===== src/rtl/mem_write_checker_exp_table.sv =====
// exp_table: DEPTH x (ADDR_W + DATA_W) register file holding the expected
// stores. One synchronous write port, one combinational read port. Contents
// are not reset; the owner's entry count decides which entries are valid.
module exp_table #(
    parameter int ADDR_W = 32,
    parameter int DATA_W = 32,
    parameter int DEPTH  = 8,
    parameter int IDX_W  = 3
) (
    input  logic              clk_i,
    input  logic              we_i,
    input  logic [IDX_W-1:0]  waddr_i,
    input  logic [ADDR_W-1:0] wexp_addr_i,
    input  logic [DATA_W-1:0] wexp_data_i,
    input  logic [IDX_W-1:0]  ridx_i,
    output logic [ADDR_W-1:0] rexp_addr_o,
    output logic [DATA_W-1:0] rexp_data_o
);

    logic [ADDR_W-1:0] addr_mem [DEPTH];
    logic [DATA_W-1:0] data_mem [DEPTH];

    // Write one expected entry when the loader hands it over
    always_ff @(posedge clk_i) begin
        if (we_i) begin
            addr_mem[waddr_i] <= wexp_addr_i;
            data_mem[waddr_i] <= wexp_data_i;
        end
    end

    assign rexp_addr_o = addr_mem[ridx_i];
    assign rexp_data_o = data_mem[ridx_i];

endmodule


===== config.mk =====
export PLATFORM = sky130hd
export DESIGN_NAME = exp_table
export DESIGN_NICKNAME = d
export VERILOG_FILES = /design/src/rtl/mem_write_checker_exp_table.sv
export SDC_FILE = /design/constraint.sdc
export NUM_CORES = 1
export LEC_CHECK = 0
export BUFFER_PORTS_ARGS = -buffer_cell sky130_fd_sc_hd__buf_2
export CAP_MARGIN = 15
export CORE_MARGIN = 5
export CORE_UTILIZATION = 30
export CTS_CLUSTER_DIAMETER = 60
export DETAILED_ROUTE_END_ITERATION = 10
export PLACE_DENSITY = 0.52
export SYNTH_ARGS = -nofsm -noshare
export SYNTH_HDL_FRONTEND = slang
export SYNTH_SLANG_ARGS = --single-unit

===== constraint.sdc =====
create_clock -name clk_i -period 14.7 [get_ports clk_i]
set_input_delay 2.205 -clock clk_i [delete_from_list [all_inputs] [get_ports clk_i]]
set_output_delay 2.205 -clock clk_i [all_outputs]
set_load 0.03 [all_outputs]

==> results.py <==
metrics = {
    "pwr": {
        "power_density_mw_per_mm2": 141,
        "vdd_drop_max_uv": 79.5,
        "p_leak_nw": 7.23,
        "post-layout-total-power_w": 0.00321,
    },
    "placed_design": {
        "hpwl_um": 21200,
        "port_buffers": 135,
        "place_area_mm2": 0.0210,
        "gp_congestion": 0.666,
    },
    "global_route": {
        "antenna_found_initial": 6,
        "overflow": 0,
        "grt_max_degree": 54,
        "grt_pass1_wl_um": 60800,
        "grt_use_total_pct": 11.6,
        "grt_pass1_vias": 9082,
    },
    "worst_setup_path": {
        "required_ns": 12.49,
        "cp_slowest_stage_delay_ns": 0.75,
        "path_max_fanout": 53,
        "slowest_stage": "buf_4",
        "worst_setup_path_start_kind": "input port",
        "path_buf_inv": 3,
        "cp_cell_sequence": "clkbuf_8 -> buf_4 -> mux4_2 -> mux2_2 -> buf_2",
        "critPathLaunch": "ridx_i[0]",
        "critical_path.endpoint_type": "primary output",
        "worst_ep_arrival_time_ns": 4.74,
        "critPathKind": "in2out",
        "cpLargestDelayFamily": "buffers and inverters",
    },
    "floorplan": {
        "die_x_um": 263,
        "row_count": 93,
        "core_area_mm2": 0.0640,
        "pin_count": 136,
        "die_h_um": 263,
        "dieArea_mm2": 0.0694,
        "initial_core_util_pct": 30.1,
    },
    "sta": {
        "hold_viol_final": 0,
        "fin_tns_setup_ns": 0,
        "fmax_mhz": 144,
        "worst_pin_slew_ns": 1.01,
        "report.final.slew_viol_count": 0,
        "relSlewSlack_pct": 32.6,
        "setup_viol": 0,
        "post-route-period-util_pct": 47.2,
        "rsz0062_at_grt": "false",
        "min_period_ns": 6.94,
    },
    "routing": {
        "wl_per_cell_um": 22.5,
        "drt_iter0_drc": 491,
        "vias": 8283,
        "vias_per_cell": 4.53,
        "drc": 0,
        "first_pass_iters": 4,
        "drt_wl_total_um": 41200,
        "ant_nets": 0,
    },
    "synthesis": {
        "synth-simple-area-share_pct": 0.305,
        "yosysMostFrequentCell": "edfxtp_1",
        "synthTopCellsByCount": "edfxtp_1, mux4_2, mux2_2",
        "synth_top_family_by_area": "multiplexers",
        "synth-async-reset-ratio_pct": 0,
        "yosysWarnings": 0,
        "synth_area_leaders": "edfxtp_1, mux4_2, mux2_2, buf_6, buf_1",
        "synthMuxAreaShare_pct": 18.7,
        "synth-adder-area-share_pct": 0,
        "syn_avg_cell_area_um2": 25.6,
        "synth-xor-area-share_pct": 0,
        "synth_edf_count": 512,
        "syn_nets": 824,
        "netlist_instances": 752,
        "synth_top_cell_by_area": "edfxtp_1",
        "synth_cell_types": 12,
        "synth_top_area_share_pct": 79.8,
        "synth_compound_area_share_pct": 0,
        "ys_seq_area_share_pct": 79.8,
        "synthFlopType": "edfxtp_1",
        "syn_area_mm2": 0.0193,
        "ys_ff_latch": 512,
    },
    "cells_and_area": {
        "postLayoutCoreUtil_pct": 35.5,
        "nets": 997,
        "drive_gt1_share_pct": 44.5,
        "area_growth_pct": 18.0,
        "final_area_mm2": 0.0227,
    },
    "run_status": {
        "status": "complete, no violations",
    },
    "clock_network": {
        "cts_resized": 0,
        "cts_made_buffers": 56,
        "cts-htree-levels": 2,
        "hold_buffers": 0,
        "ctsRootBufferMaster": "clkbuf_16",
        "post_cts_buffers": 0,
        "clkSinkCount": 512,
        "cts_tree": "built",
        "clk_pin_slew_worst_paths_ns": 0.06,
        "cts.path.max_buffers": 3,
    },
    "worst_hold_path": {
        "hold_start": "wexp_addr_i[1]",
        "holdPathStages": 1,
        "hold_path.class": "in2reg",
        "holdPathEnd": "addr_mem[2][1]",
    },
    "flow_run": {
        "cap_violations": 0,
    },
}
-- layer usage --
layer	up-vias	global-route usage (%)	routed length, um	share of wire, %
met5	-	0	27	0.066
met4	4	2.53	748	1.8
met3	55	3.51	2220	5.4
met2	147	19.6	20700	50
met1	4465	15.1	17500	42
li1	3612	-	-	-
-- registers in the layout, summed over array words and instances (netlist names) --
| register | flops |
|---|---|
| data_mem | 256 |
| addr_mem | 256 |
-- power by group --
group          total, W  internal [W]  switching (W)
Combinational  0.000210     0.0000818       0.000129
Clock           0.00134      0.000782       0.000554
Sequential      0.00167       0.00166     0.00000918
-- per-stage QoR --
step	std cells	setup WS, ns	hold slack (ns)
2_1_floorplan	752	7.40	2.30
3_3_place_gp	1722	7.63	2.47
3_5_place_dp	1722	7.63	2.48
4_1_cts	1824	7.63	1.82
5_1_grt	1824	7.50	1.83
6_report	1828	7.76	1.87
-- how the worst max path moves through the flow --
| stage | endpoint | slack, ns | depth (start not counted) |
|---|---|---|---|
| after floorplan | addr_mem[0][0] | 7.40 | 2 |
| after global placement | rexp_addr_o[17] | 7.63 | 5 |
| after detailed placement | rexp_addr_o[8] | 7.63 | 5 |
| after CTS | rexp_addr_o[8] | 7.63 | 5 |
| after global routing | rexp_addr_o[17] | 7.50 | 5 |
| final | rexp_addr_o[17] | 7.76 | 5 |
-- cell families (layout without fill, tap and decap cells) --
group	after synthesis	in the layout
buffers and inverters	35	252
DFF	512	512
muxes	192	192
other	0	4
and+or+nand+nor	13	13
-- final cells by class --
cell class              count  area, um^2
diodes                      4        10.0
clock buffers              70        1480
clock inverters            32         288
fillers                  5917       41300
multi-input cells         205        3720
flip-flops and latches    512       15400
well taps                 855        1070
repair buffers            150         802
-- placed cells by master, fill, tap and decap left out --
cell type  count
buf_2        132
buf_4         17
bufinv_16      4
clkbuf_1      13
clkbuf_16     57
clkbuf_8       1
clkinv_1       8
clkinv_2      12
clkinv_4       3
clkinv_8       1
diode_2        4
edfxtp_1     512
inv_6          4
mux2_2        64
mux4_2       128
nand2_1        2
nand2b_1       3
nor2_4         6
nor3_2         2
Note: power is estimated with default switching activity, not from simulation.
